===== src/rtl/mlp_pkg.sv =====
// Shared definitions for the MLP inference pipeline: class count, fp32
// helpers and the arg-max state encoding.
package mlp_pkg;

   localparam int NUM_CLASSES = 10;

   // Canonical quiet NaN, reported as the winner when an image has no numbers.
   localparam logic [31:0] FP32_QNAN = 32'h7FC0_0000;

   typedef enum logic [1:0] {
      IDLE  = 2'd0,
      ACCUM = 2'd1,
      DONE  = 2'd2
   } argmax_state_t;

   // NaN: all-ones exponent with a nonzero mantissa. Infinities are not NaN.
   function automatic logic fp32_is_nan(input logic [31:0] x);
      return (x[30:23] == 8'hFF) && (x[22:0] != 23'd0);
   endfunction

   // Maps an fp32 word onto an unsigned key whose ordering matches the
   // numeric ordering. Negatives are bit-inverted so larger magnitudes sort
   // lower; positives get the sign bit set so they sort above every negative.
   // -0 is folded onto +0 first so the two zeros compare equal.
   function automatic logic [31:0] fp32_order_key(input logic [31:0] x);
      logic [31:0] n;
      n = (x == 32'h8000_0000) ? 32'h0000_0000 : x;
      return n[31] ? ~n : (n ^ 32'h8000_0000);
   endfunction

endpackage


===== src/rtl/fp32_gt.sv =====
// Combinational strict greater-than on two fp32 words. NaN inputs are not
// filtered here; the caller decides what a NaN means for its datapath.
module fp32_gt (
   input  logic [31:0] a,
   input  logic [31:0] b,
   output logic        gt
);
   import mlp_pkg::*;

   logic [31:0] key_a;
   logic [31:0] key_b;

   // Order keys for both operands, compared as plain unsigned integers.
   always_comb begin
      key_a = fp32_order_key(a);
      key_b = fp32_order_key(b);
      gt    = key_a > key_b;
   end

endmodule


===== src/rtl/fp32_argmax.sv =====
// Streaming arg-max over one image worth of fp32 class scores. Keeps a
// registered best-so-far (value, index) pair and publishes it with a one-cycle
// done pulse after the last class has been accepted.
module fp32_argmax #(
   parameter int NUM_CLASSES = mlp_pkg::NUM_CLASSES,
   parameter int IDX_W       = 4
) (
   input  logic             clk,
   input  logic             reset_n,
   input  logic             start,
   input  logic             in_valid,
   input  logic [31:0]      in_data,
   output logic             in_ready,
   output logic             busy,
   output logic             done,
   output logic [IDX_W-1:0] index_pred,
   output logic [31:0]      max_value,
   output logic             nan_seen
);
   import mlp_pkg::*;

   localparam logic [IDX_W-1:0] LAST_IDX = IDX_W'(NUM_CLASSES - 1);

   argmax_state_t    state;
   logic [IDX_W-1:0] cnt;
   logic [31:0]      best_val;
   logic [IDX_W-1:0] best_idx;
   logic             best_valid;
   logic             nan_flag;

   logic             accept;
   logic             in_nan;
   logic             in_gt_best;
   logic             take;
   logic             last_accept;

   logic [IDX_W-1:0] cnt_d;
   logic [31:0]      best_val_d;
   logic [IDX_W-1:0] best_idx_d;
   logic             best_valid_d;
   logic             nan_flag_d;

   fp32_gt u_gt (
      .a  (in_data),
      .b  (best_val),
      .gt (in_gt_best)
   );

   // in_ready is only ever high in ACCUM, so this also gates by state.
   assign accept      = in_valid && in_ready;
   assign in_nan      = fp32_is_nan(in_data);
   // Strictly greater keeps the earlier index on ties; the first non-NaN
   // score always loads, which covers class 0 and images that open with NaNs.
   assign take        = accept && !in_nan && (!best_valid || in_gt_best);
   assign last_accept = accept && !start && (cnt == LAST_IDX);

   // Next best-so-far state: start clears it, an accepted score may replace it.
   // NOTE: every always_comb output gets a default first so no path leaves a
   // signal unassigned, which would otherwise infer a latch.
   always_comb begin
      cnt_d        = cnt;
      best_val_d   = best_val;
      best_idx_d   = best_idx;
      best_valid_d = best_valid;
      nan_flag_d   = nan_flag;
      if (start) begin
         cnt_d        = '0;
         best_val_d   = FP32_QNAN;
         best_idx_d   = '0;
         best_valid_d = 1'b0;
         nan_flag_d   = 1'b0;
      end else if (accept) begin
         if (cnt != LAST_IDX) cnt_d = cnt + IDX_W'(1);
         if (in_nan) nan_flag_d = 1'b1;
         if (take) begin
            best_val_d   = in_data;
            best_idx_d   = cnt;
            best_valid_d = 1'b1;
         end
      end
   end

   // Best-so-far and class counter registers.
   // NOTE: sequential state uses non-blocking assignments so every register
   // samples its inputs from the same pre-edge values.
   always_ff @(posedge clk or negedge reset_n) begin
      if (!reset_n) begin
         cnt        <= '0;
         best_val   <= FP32_QNAN;
         best_idx   <= '0;
         best_valid <= 1'b0;
         nan_flag   <= 1'b0;
      end else begin
         cnt        <= cnt_d;
         best_val   <= best_val_d;
         best_idx   <= best_idx_d;
         best_valid <= best_valid_d;
         nan_flag   <= nan_flag_d;
      end
   end

   // Control FSM with registered handshake, status and result outputs.
   always_ff @(posedge clk or negedge reset_n) begin
      if (!reset_n) begin
         state      <= IDLE;
         in_ready   <= 1'b0;
         busy       <= 1'b0;
         done       <= 1'b0;
         index_pred <= '0;
         max_value  <= '0;
         nan_seen   <= 1'b0;
      end else begin
         done <= 1'b0;
         case (state)
            IDLE: begin
               if (start) begin
                  state    <= ACCUM;
                  in_ready <= 1'b1;
                  busy     <= 1'b1;
               end
            end
            ACCUM: begin
               // A start here aborts the image; the counter and best pair are
               // cleared by the datapath and the published result is kept.
               if (last_accept) begin
                  state      <= DONE;
                  in_ready   <= 1'b0;
                  done       <= 1'b1;
                  index_pred <= best_idx_d;
                  max_value  <= best_val_d;
                  nan_seen   <= nan_flag_d;
               end
            end
            DONE: begin
               if (start) begin
                  state    <= ACCUM;
                  in_ready <= 1'b1;
               end else begin
                  state <= IDLE;
                  busy  <= 1'b0;
               end
            end
            default: begin
               state    <= IDLE;
               in_ready <= 1'b0;
               busy     <= 1'b0;
            end
         endcase
      end
   end

endmodule


===== config.mk =====
export PLATFORM = sky130hd
export DESIGN_NAME = fp32_argmax
export DESIGN_NICKNAME = d
export VERILOG_FILES = /design/src/rtl/mlp_pkg.sv /design/src/rtl/fp32_gt.sv /design/src/rtl/fp32_argmax.sv
export SDC_FILE = /design/constraint.sdc
export NUM_CORES = 1
export LEC_CHECK = 0
export ABC_AREA = 1
export CAP_MARGIN = 25
export CORE_ASPECT_RATIO = 0.9
export CORE_MARGIN = 10
export CORE_UTILIZATION = 51
export CTS_BUF_LIST = sky130_fd_sc_hd__clkbuf_2
export CTS_CLUSTER_DIAMETER = 30
export DETAILED_ROUTE_END_ITERATION = 6
export GPL_TIMING_DRIVEN = 0
export PLACE_DENSITY = 0.9
export SYNTH_ARGS = -nofsm -noshare
export SYNTH_HDL_FRONTEND = slang
export SYNTH_SLANG_ARGS = --single-unit

===== constraint.sdc =====
create_clock -name clk -period 3 [get_ports clk]
set_clock_uncertainty 0.05 [all_clocks]
set_input_delay 0.45 -clock clk [delete_from_list [all_inputs] [get_ports clk]]
set_output_delay 0.45 -clock clk [all_outputs]
set_load 0.02 [all_outputs]

Word-level counts from Yosys, hierarchy flattened

Cells that the tools add are included.

Register bits after elaboration: 84
Latch bits: 0
RAM bits: 0
ROM bits: 0
Bits of input ports: 36
Output and inout bits: 40
Logic and storage cells: 82
Memories kept: 0

Add/subtract/negate cells: 1
$mul: 0
Divide/modulo/power cells: 0
$lt $le $gt $ge: 1
Equal/unequal tests: 11
Shift-type cells: 0
Mux-type cells: 30
Bitwise operators: 5
Reductions and logical operators: 22

Operator list:

| cell                 | number |
|---|---|
| $mux 32              | 7 |
| $eq 32x32->1 const B | 2 |
| $not 32->32          | 2 |
| $gt 32x32->1         | 1 |
| $mux 4               | 6 |
| $reduce_bool 23->1   | 1 |
| $mux 1               | 12 |
| $reduce_and 2->1     | 5 |
| $eq 8x8->1 const B   | 1 |
| $logic_and 1x1->1    | 6 |
| $ne 2x2->1 const B   | 3 |
| $pmux 2 s3           | 1 |
| $reduce_bool 2->1    | 3 |
| $add 4x1->4 const B  | 1 |
| $eq 4x4->1 const B   | 1 |
| $mux 2               | 2 |
| $ne 4x4->1 const B   | 1 |
| $logic_not 1->1      | 3 |
| $not 1->1            | 3 |
| $pmux 1 s3           | 1 |
| $reduce_and 3->1     | 1 |
| $eq 2x1->1 const B   | 1 |
| $eq 2x2->1 const B   | 1 |
| $logic_not 2->1      | 1 |
| other kinds (4)      | 4 |

Depth between registers and ports, before layout

Gate-level depths: netlist of the first run.

Word-level depth: 10
Gate-level depth with buffers: 28
Gate-level depth less buffers: 25

Modules after synthesis

From an unflattened synthesis of the first run, not the netlist that was laid out.

Cells, all modules: 698
Area total of the unflattened synthesis: 5549.1 µm²

By module, submodules not included:

| module      | instances | cells each | area each (µm²) | seq. area each (µm²) |
|---|---|---|---|---|
| fp32_argmax | 1         | 428        | 3935.0          | 2113.3 |
| fp32_gt     | 1         | 270        | 1614.0          | 0.0 |

Worst setup path before layout of the first run

Ideal clock, no wire load.

Path type: input-to-reg
Start: in in_data[31]
End: reg max_value[30]
Setup time: 0.117 ns
Arrival: 3.284 ns
Required time: 2.833 ns
Path slack: -0.451 ns
Stages on the path: 28
Buffers on the path: 4
Path through: buf_4 > inv_2 > nor2_1 > nand2_1 > nor2_2 > nand2_2 > nor2_1 > nor2_2 > buf_1 > clkbuf_1 > nor2_1 > a21oi_1 > ha_1 > nand2_1 > o21a_1 > nor2_1 > nor2_1 > o21ai_0 > nand4_1 > nand3_1 > nand2_1 > nand2_4 > nand2_4 > buf_6 > nand2_2 > nand3_2 > nand2_1 > nand2_1

Cells in the longest elaborated chain, start to end: 10
Elaborated cells on any way between the ends: 11
Classes of those cells: 1 x order compare; 1 x eq/ne; 5 x mux; 2 x bitwise; 2 x reduce/logical

Ends and longest elaborated chain:

| element                                  | RTL line           | RTL |
|---|---|---|
| start, declared                          | fp32_argmax.sv:12  | `input logic [31:0] in_data,` |
| $eq 32x32->1                             | mlp_pkg.sv:27      | `n = (x == 32'h8000_0000) ? 32'h0000_0000 : x;` |
| $mux 32 *                                | mlp_pkg.sv:27      |  |
| $not 32->32 or $not 1->1 (tied branches) | -                  |  |
| $mux 32 *                                | mlp_pkg.sv:28      | `return n[31] ? ~n : (n ^ 32'h8000_0000);` |
| $gt 32x32->1 *                           | fp32_gt.sv:17      | `gt = key_a > key_b;` |
| $logic_or 1x1->1 *                       | fp32_argmax.sv:54  | `assign take = accept && !in_nan && (!best_valid \|\| in_gt_best);` |
| $logic_and 1x1->1 *                      | fp32_argmax.sv:54  |  |
| $mux 32 *                                | fp32_argmax.sv:75  | `if (take) begin` |
| $mux 32 *                                | fp32_argmax.sv:72  | `end else if (accept) begin` |
| $mux 32 *                                | fp32_argmax.sv:66  | `if (start) begin` |
| via best_val_d[30]                       | fp32_argmax.sv:38  | `logic [31:0] best_val_d;` |
| end signal, assigned                     | fp32_argmax.sv:130 | `max_value <= best_val_d;` |
| end, declared                            | fp32_argmax.sv:17  | `output logic [31:0] max_value,` |

Mark *: on every way through the listed nets, which the timed path passes. The rest lies on a longest branch.
A chain may end at the register's enable or synchronous reset.

Final worst setup path of the first run

Start: reg best_val[25]
End: reg max_value[30]

Cells in the longest elaborated chain, start to end: 10
Elaborated cells on any way between the ends: 11
Classes of those cells: 1 x order compare; 1 x eq/ne; 5 x mux; 2 x bitwise; 2 x reduce/logical

Ends and longest elaborated chain:

| element                                  | RTL line          | RTL |
|---|---|---|
| start, declared                          | fp32_argmax.sv:26 | `logic [31:0] best_val;` |
| start signal, assigned                   | fp32_argmax.sv:95 | `best_val <= best_val_d;` |
| $eq 32x32->1                             | mlp_pkg.sv:27     |  |
| $mux 32 *                                | mlp_pkg.sv:27     |  |
| $not 32->32 or $not 1->1 (tied branches) | -                 |  |
| $mux 32 *                                | mlp_pkg.sv:28     |  |
| $gt 32x32->1 *                           | fp32_gt.sv:17     |  |
| $logic_or 1x1->1 *                       | fp32_argmax.sv:54 |  |
| $logic_and 1x1->1 *                      | fp32_argmax.sv:54 |  |
| $mux 32 *                                | fp32_argmax.sv:75 |  |
| $mux 32 *                                | fp32_argmax.sv:72 |  |
| $mux 32 *                                | fp32_argmax.sv:66 |  |
| via best_val_d[30]                       | fp32_argmax.sv:38 |  |

Marks and branches as above.

==> reports/summary.txt, run 1 <==
status: finished, violations left
failing checks: negative setup slack
Netlist cell types: 31
leading cell type by number of instances after synthesis: nand2_1
cell count after synthesis: 716
f_max: 279 MHz
CTS tree: done
num rows: 35
Via Count: 5,636
worst path required time: 3470 ps
vias in the first global route: 5,216
Reg2Reg Depth: 27
Clock Latency Late Sink: 640 ps
Worst EP arrival: 4060 ps
crit start category: flop
Yosys top cell area share: 0.352
total grt overflow: 0
num ports: 76
crit path max-delay cell type: dfstp_2
count of pins over their slew limit: 0
clk buf depth: 2
Layout fillers: 671
Clock power frac: 0.353
Synth Cell Area: 0.00534 mm2
Setup crit end kind: flop
H-tree levels: 3
commonest cells in the netlist: 195 x nand2_1, 78 x nor2_1, 75 x dfrtp_1
Layout Nets: 917
DRT Pass-1 Iters: 6
Die Span Y: 117 um
P_sw: 0.000616 W
first-pass GRT wire length: 25,000 um
kind of critical path: reg -> reg
Hold Path Stages: 5
internal cell power: 0.00162 W
dpl cells: 920
number of I/O port buffers: 74
worst path bufs/invs: 4
RR Startpoint: best_val[25]$_DFF_PN1_
CTS Buf Count: 9
P_leak: 3.77 nW
top_reg_cell synth: dfrtp_1
initial antenna violation count: 0
fin crit period: 3590 ps
Hold Path Class: in -> reg
worst hold start: in_data[31]
final setup vio count: 72
DIE WIDTH: 128 um
Max VDD drop: 0.320 mV
Post-Syn Nets: 785
power after layout: 0.00224 W
Die ar.: 0.0150 mm2
core area: 0.0102 mm2
Detail Placement HPWL: 10,700 um
Post-Syn Area per Cell: 7.45 um2
top cells by area, synth: dfrtp_1 35%, nand2_1 14%, ha_1 7.7%
Layout Area Growth over Synthesis: 38.5%
Iter 0 DRT Violations: 678
post-route ant nets: 0
max-cap violations: 0
sw frac: 0.275
clk sink count: 84
Detailed Route WL: 17,700 um
drt via density: 5.74
Least-Margin Pin Slew: 685 ps
CP peak stage delay: 440 ps
Comb power frac: 0.136
global-route usage over all layers: 0.205
Synth Register Bits: 84
Routed WL per cell: 18.0 um
Seq/Total Area, Yosys: 0.396
RSZ-0062 raised after global routing: yes
Final GP Congestion: 0.943
final design utilization: 0.721
Setup WS post-layout: -587 ps
Min-Delay Endpoint: best_val[31]$_DFF_PN0_
crit path max fanout: 7
starting density of the core: 0.521
Slew HR: 0.543
Ys Warns: 0
most used cell, CP: nor2_1
fin crit share: 1.20
reg2reg end: max_value[30]$_DFFE_PN0P_
largest area contributor in the netlist: dfrtp_1
largest net degree at the start of global routing: 54
layout cells sized above 1: 0.220
final hold viol count: 0
Clock transition at path regs: 260 ps
ant diodes: 0
CP delay by family, top: simple AND/OR/NAND/NOR gates
Root Buffer: clkbuf_2
power per cell area: 303 mW/mm2
Reg power frac: 0.511
Post-synth EDFFs: 0
ys async rst share: 1.00
fin cells: 982
Remaining DRCs: 0
setup slack, reg-to-reg: -590 ps
-- placed cells by master (no fill, tap or decap), types with 19 or more instances in the layout --
cell               n
buf_4             36
dfrtp_1           74
dlygate4sd2_1     19
inv_1             63
nand4_1           35
a21oi_1           30
clkdlybuf4s50_1   54
ha_1              33
nand2_4           29
nor2_1            68
nand3_1           43
xor2_1            25
o21ai_0           26
nand2_1          153
-- sequential cells by signal, indices dropped and copies added, names as in the netlist --
signal,count
best_idx,4
nan_seen,1
cnt,4
best_valid,1
in_ready,1
index_pred,4
done,1
best_val,32
max_value,32
state,2
busy,1
nan_flag,1
-- layer usage --
layer / vias up / share of wire / track usage
met3: 68 / 0.10 / 0.0545
met1: 2609 / 0.39 / 0.262
met5: - / 0 / 0
met4: 0 / 0.031 / 0.0667
li1: 2600 / - / -
met2: 359 / 0.47 / 0.331
-- per-stage QoR --
step	setup WS (ps)	TNS (ps)	hold slack, ps	cell area, um2
3_5_place_dp	-1230	-81440	374	6300
4_1_cts	-252	-13270	206	6830
2_1_floorplan	-134	-5240	104	5370
6_report	-587	-34760	182	7390
3_3_place_gp	-1530	-200790	413	6270
5_1_grt	-673	-43400	180	7390
-- area by class of cell --
cell class | count | area [um2] | share of cell area
Clock buffer | 10 | 50.0 | 0.00677
Timing Repair Buffer | 121 | 1190 | 0.161
Multi-Input combinational cell | 529 | 3250 | 0.440
Buffer | 34 | 253 | 0.0342
Inverter | 69 | 262 | 0.0354
Clock inverter | 6 | 111 | 0.0151
Sequential cell | 84 | 2110 | 0.286
Tap cell | 129 | 161 | 0.0218
-- worst min-delay path: stages --
cell and delay [ps]:
buf_8 120, inv_4 80, nand3_1 100, nand2_1 90, nor2_1 40
-- cell families after synthesis --
group,Yosys count,synth area share
flip-flops,84,0.396
AND/OR/NAND/NOR,397,0.330
adder cells (fa/ha/maj),33,0.0774
buffers and inverters,104,0.0809
XOR/XNOR,25,0.0410
AO/OA/AOI/OAI,73,0.0748
-- worst max-delay path by stage --
stage                                start                        end  slack, ps  cells after the start
finish              best_val[25]$_DFF_PN1_  max_value[30]$_DFFE_PN0P_       -590                     27
floorplan                      in_data[31]  max_value[30]$_DFFE_PN0P_       -130                     28
detailed placement              in_data[4]  max_value[30]$_DFFE_PN0P_      -1230                     23
CTS                 best_val[26]$_DFF_PN1_  max_value[26]$_DFFE_PN0P_       -250                     26
global placement                   reset_n   max_value[6]$_DFFE_PN0P_      -1530                      1
global route        best_val[25]$_DFF_PN1_  max_value[30]$_DFFE_PN0P_       -670                     27
-- repair_timing --
action / 4_1_cts / 5_1_grt
hold endpoints to repair: 31 / 0
hold buffers: 1 / 0
setup buffers: 25 / 17
endpoints found under the setup margin: 72 / 73
resized for setup: 65 / 101
pin swaps: 32 / 44
gates cloned: 2 / 2
-- power groups by stage --
stage	clock network, W	logic (W)	registers [W]
2_1_floorplan	0	0.000146	0.00116
3_3_place_gp	0	0.000262	0.00116
3_5_place_dp	0	0.000273	0.00116
4_1_cts	0.000780	0.000280	0.00114
5_1_grt	0.000839	0.000332	0.00114
6_report	0.000790	0.000303	0.00114
(Power assumes the default switching activity.)
==> run 2: changes to the inputs <==
Settings changed: CORE_MARGIN 10 to unset, GPL_ROUTABILITY_DRIVEN set to 0, SKIP_CTS_REPAIR_TIMING set to 1.
==> reports/summary.txt, run 2 (synthesized netlist as in run 1, its figures left out) <==
Layout Nets: 895 (-2.4%)
crit path max fanout: 10 (+3)
Via Count: 5,547 (-1.6%)
number of I/O port buffers: 74 (unchanged)
power per cell area: 275 mW/mm2 (-9.1%)
Comb power frac: 0.153 (+0.017)
Die Span Y: 99.0 um (-15%)
vias in the first global route: 4,849 (-7.0%)
failing checks: negative setup slack
num ports: 76 (unchanged)
Iter 0 DRT Violations: 505 (-26%)
Setup WS post-layout: -525 ps (+62.0 ps)
Least-Margin Pin Slew: 734 ps (+48.9 ps)
starting density of the core: 0.523 (+0.00224)
clk sink count: 84 (unchanged)
sw frac: 0.310 (+0.0342)
Setup crit end kind: flop
layout cells sized above 1: 0.200 (-0.0206)
status: finished, violations left
Hold Path Class: in -> reg
kind of critical path: in -> reg
global-route usage over all layers: 0.266 (+0.0614)
most common cell after layout, fill and taps aside: nand2_1
crit path max-delay cell type: clkdlybuf4s50_1
first-pass GRT wire length: 22,500 um (-9.9%)
Remaining DRCs: 0 (unchanged)
largest registers: best_val: 32 flops, max_value: 32 flops
Layout fillers: 697 (+3.9%)
count of pins over their slew limit: 0 (unchanged)
f_max: 284 MHz (+1.8%)
Clock Latency Late Sink: 580 ps (-60 ps)
Root Buffer: clkbuf_2
Max VDD drop: 0.220 mV (-31%)
Worst EP arrival: 3970 ps (-90 ps)
CTS Buf Count: 9 (unchanged)
largest net degree at the start of global routing: 54 (unchanged)
RSZ-0062 raised after global routing: yes
worst path required time: 3450 ps (-20 ps)
drt via density: 5.78 (+0.68%)
post-route ant nets: 0 (unchanged)
Detail Placement HPWL: 10,200 um (-4.6%)
Fin Setup TNS: -31,860 ps (+2910 ps)
P_sw: 0.000615 W (about the same)
final hold viol count: 0 (unchanged)
Clock power frac: 0.272 (-0.081)
core area: 0.0102 mm2 (-0.43%)
clk buf depth: 2 (unchanged)
initial antenna violation count: 0 (unchanged)
most frequent cells in the layout: 158 x nand2_1, 74 x dfrtp_1, 68 x nor2_1
CP delay by family, top: simple AND/OR/NAND/NOR gates
ant diodes: 0 (unchanged)
crit start category: primary input
P_leak: 3.78 nW (+0.35%)
Reg power frac: 0.575 (+0.064)
fin crit share: 1.17 (-0.0207)
fin crit period: 3520 ps (-62.0 ps)
Die ar.: 0.0109 mm2 (-27%)
dpl cell area: 0.00630 mm2 (unchanged)
Slew HR: 0.511 (-0.0326)
worst path bufs/invs: 4 (unchanged)
Detailed Route WL: 16,200 um (-8.3%)
CP peak stage delay: 470 ps (+30 ps)
Final Cell Area: 0.00722 mm2 (-2.3%)
internal cell power: 0.00137 W (-15%)
CTS tree: done
num rows: 35 (unchanged)
Routed WL per cell: 16.9 um (-6.2%)
DIE WIDTH: 110 um (-14%)
final setup vio count: 72 (unchanged)
Layout Area Growth over Synthesis: 35.3%
H-tree levels: 3 (unchanged)
DRT Pass-1 Iters: 7 (+1)
total grt overflow: 0 (unchanged)
Clock transition at path regs: 240 ps (-20 ps)
max-cap violations: 0 (unchanged)
-- run 2: cell types whose count changed in the layout (fill, tap and decap cells not counted), moves of 5 or more --
cell            before  now
buf_4               36   17
nand2_1            153  158
dlymetal6s2s_1       0   20
nand3_2              6   12
dlygate4sd2_1       19    0
nand3_1             43   37
nand2_4             29   24
-- run 2: area by class of cell --
class	instances	area (um2)	share of cell area
clock inverters	7	51.3	0.00710
repair buffers	98	1080	0.150
inverters	69	262	0.0362
clock buffers	9	45.0	0.00624
plain buffers	35	246	0.0341
well taps	129	161	0.0224
multi-input cells	529	3260	0.452
flip-flops and latches	84	2110	0.293
-- run 2: power groups by stage --
stage	registers (W)	logic (W)	clock network, W
global route	0.00114	0.000332	0.000594
floorplan	0.00116	0.000146	0
global placement	0.00116	0.000261	0
finish	0.00114	0.000304	0.000540
detailed placement	0.00116	0.000273	0
CTS	0.00114	0.000275	0.000545
-- run 2: final timing paths --
check | from | endpoint | slack [ps] | cells after the start
max in group asynchronous | reset_n | best_val[30]$_DFF_PN1_ | 1980 | 3
min | in_data[25] | best_val[25]$_DFF_PN1_ | 180 | 3
min in group asynchronous | reset_n | max_value[8]$_DFFE_PN0P_ | 260 | 2
max reg2reg | best_val[28]$_DFF_PN1_ | best_val[17]$_DFF_PN0_ | -500 | 23
max | in_data[0] | max_value[30]$_DFFE_PN0P_ | -520 | 27
min reg2reg | max_value[15]$_DFFE_PN0P_ | max_value[15]$_DFFE_PN0P_ | 460 | 2
-- run 2: worst reg2reg max path, delay by kind of cell (launching register included) --
family                     cells  cell delay [ps]
xor gates and xnor gates       1              140
DFF                            1              630
AOI/OAI and AO/OA              2              370
and+or+nand+nor               15             1410
buffers and inverters          4              480
adders and majority gates      1              330
-- run 2: per-layer routing --
metal  GRT usage  wire length, um  vias up
met5           0                0        -
met4      0.0738              619        0
met3      0.0483             1440       70
met2       0.422             7500      333
met1       0.373             6670     2592
li1            -                -     2552
-- run 2: metrics by stage --
stage                     total power (W)  utilization  hold WS (ps)  instances  worst slack (ps)
after floorplan                   0.00131            -           104        716              -134
after global placement            0.00142        0.615           414        919             -1460
after detailed placement          0.00144        0.617           371        920             -1280
after CTS                         0.00196        0.627          -286        936              -633
final                             0.00199        0.708           179        960              -525
after global routing              0.00207        0.708           165        960              -628
==> run 3: changes to the inputs <==
Settings changed: SKIP_LAST_GASP set to 1, SLEW_MARGIN set to 40.
==> reports/summary.txt, run 3 (synthesized netlist as in run 1, its figures left out) <==
P_sw: 0.000625 W (+1.5%)
count of pins over their slew limit: 0 (unchanged)
DRT Pass-1 Iters: 6 (-1)
RSZ-0062 raised after global routing: yes
Root Buffer: clkbuf_2
ant diodes: 0 (unchanged)
final hold viol count: 0 (unchanged)
layout cells sized above 1: 0.194 (-0.00602)
largest registers: best_val: 32 flops, max_value: 32 flops
Worst EP arrival: 4130 ps (+160 ps)
power after layout: 0.00200 W (+0.53%)
H-tree levels: 3 (unchanged)
Setup crit end kind: flop
CP delay by family, top: simple AND/OR/NAND/NOR gates
clk sink count: 84 (unchanged)
final design utilization: 0.706 (-0.00209)
Hold Path Class: in -> reg
Die Span Y: 99.0 um (unchanged)
starting density of the core: 0.523 (unchanged)
Clock Latency Late Sink: 600 ps (+20 ps)
f_max: 272 MHz (-4.1%)
fin crit share: 1.22 (+0.0499)
total grt overflow: 0 (unchanged)
worst path required time: 3450 ps (about the same)
Detail Placement HPWL: 10,200 um (about the same)
worst path bufs/invs: 4 (unchanged)
Setup WS post-layout: -674 ps (-150 ps)
CTS Buf Count: 9 (unchanged)
initial antenna violation count: 0 (unchanged)
final setup vio count: 73 (+1.4%)
RR Startpoint: best_val[0]$_DFF_PN0_
global-route usage over all layers: 0.266 (unchanged)
core area: 0.0102 mm2 (unchanged)
Clock power frac: 0.276 (+0.004)
Iter 0 DRT Violations: 532 (+5.3%)
P_leak: 3.79 nW (about the same)
first-pass GRT wire length: 22,500 um (unchanged)
Critical Path, Cell by Cell: nor2_1 -> nand2_1 -> nor2_1 -> nand2_1 -> inv_1 -> nand2_2 -> nand2_4 -> buf_8 -> buf_6 -> xor2_2 -> ha_1 -> a21oi_2 -> nor2_1 -> a211oi_2 -> nor2_1 -> nor2_1 -> nand3_2 -> nand2_4 -> nand2_8 -> nand2_8 -> clkbuf_16 -> nand2_1 -> and3_1
Max VDD drop: 0.217 mV (-1.1%)
drt via density: 5.81 (+0.52%)
DIE WIDTH: 110 um (unchanged)
Layout fillers: 717 (+2.9%)
crit path max fanout: 7 (-3)
fin crit period: 3670 ps (+150 ps)
crit path max-delay cell type: dfrtp_1
Least-Margin Pin Slew: 743 ps (+8.76 ps)
dpl cells: 920 (unchanged)
Remaining DRCs: 0 (unchanged)
largest net degree at the start of global routing: 54 (unchanged)
num ports: 76 (unchanged)
Die ar.: 0.0109 mm2 (unchanged)
num rows: 35 (unchanged)
Layout Area Growth over Synthesis: 34.9%
worst hold start: in_data[25]
kind of critical path: reg -> reg
fin cells: 960 (unchanged)
number of I/O port buffers: 74 (unchanged)
power per cell area: 278 mW/mm2 (+0.83%)
clk buf depth: 2 (unchanged)
Detailed Route WL: 16,500 um (+1.6%)
most frequent cells in the layout: 160 x nand2_1, 74 x dfrtp_1, 69 x nor2_1
Routed WL per cell: 17.2 um (+1.6%)
status: finished, violations left
CP peak stage delay: 500 ps (+30 ps)
Slew HR: 0.505 (-0.00584)
internal cell power: 0.00137 W (about the same)
vias in the first global route: 4,849 (unchanged)
post-route ant nets: 0 (unchanged)
Reg power frac: 0.572 (-0.003)
Clock transition at path regs: 270 ps (+30 ps)
Via Count: 5,576 (+0.52%)
sw frac: 0.313 (+0.00310)
most common cell after layout, fill and taps aside: nand2_1
most used cell, CP: nor2_1
origin of the worst setup path: best_val[0]$_DFF_PN0_
failing checks: negative setup slack
crit start category: flop
Comb power frac: 0.152 (about the same)
CTS tree: done
Layout Nets: 895 (unchanged)
max-cap violations: 0 (unchanged)
-- run 3: worst min-delay path: stages --
cell and delay (ps):
dlymetal6s2s_1 170, nand3_1 110, nand3_2 90
-- run 3: power by group through the flow --
stage	Combinational (W)	Clock, W	Sequential, W
2_1_floorplan	0.000146	0	0.00116
3_3_place_gp	0.000261	0	0.00116
3_5_place_dp	0.000274	0	0.00116
4_1_cts	0.000275	0.000545	0.00114
5_1_grt	0.000330	0.000607	0.00115
6_report	0.000303	0.000551	0.00114
-- run 3: worst paths after layout --
kind                            slack [ps]                        end  cells past startpoint
worst max-delay path                  -670     best_val[17]$_DFF_PN0_                     23
worst min-delay path                   150     best_val[25]$_DFF_PN1_                      3
worst max register to register        -670     best_val[17]$_DFF_PN0_                     23
worst min register to register         460  max_value[15]$_DFFE_PN0P_                      2
max in group asynchronous             2090     best_val[30]$_DFF_PN1_                      3
min in group asynchronous              200   max_value[8]$_DFFE_PN0P_                      2
-- run 3: layout make-up --
class	count	area [um2]	share of cell area
Clock inverter	7	51.3	0.00713
Timing Repair Buffer	98	1080	0.151
Inverter	69	262	0.0363
Sequential cell	84	2110	0.294
Buffer	35	246	0.0342
Tap cell	129	161	0.0224
Multi-Input combinational cell	529	3240	0.449
Clock buffer	9	45.0	0.00626
-- run 3: metal layers --
layer  up-vias  part of all wire  track usage
met1      2626              0.42        0.373
met5         -                 0            0
met2       328              0.47        0.422
li1       2553                 -            -
met3        69             0.080       0.0483
met4         0             0.033       0.0738
-- run 3: per-stage QoR --
stage | worst slack (ps) | hold slack, ps | setup TNS [ps] | instance area [um2]
2_1_floorplan | -134 | 104 | -5240 | 5370
3_3_place_gp | -1460 | 414 | -193460 | 6270
3_5_place_dp | -1280 | 302 | -83630 | 6300
4_1_cts | -633 | -355 | -40490 | 6400
5_1_grt | -719 | 144 | -47020 | 7200
6_report | -674 | 152 | -43840 | 7200
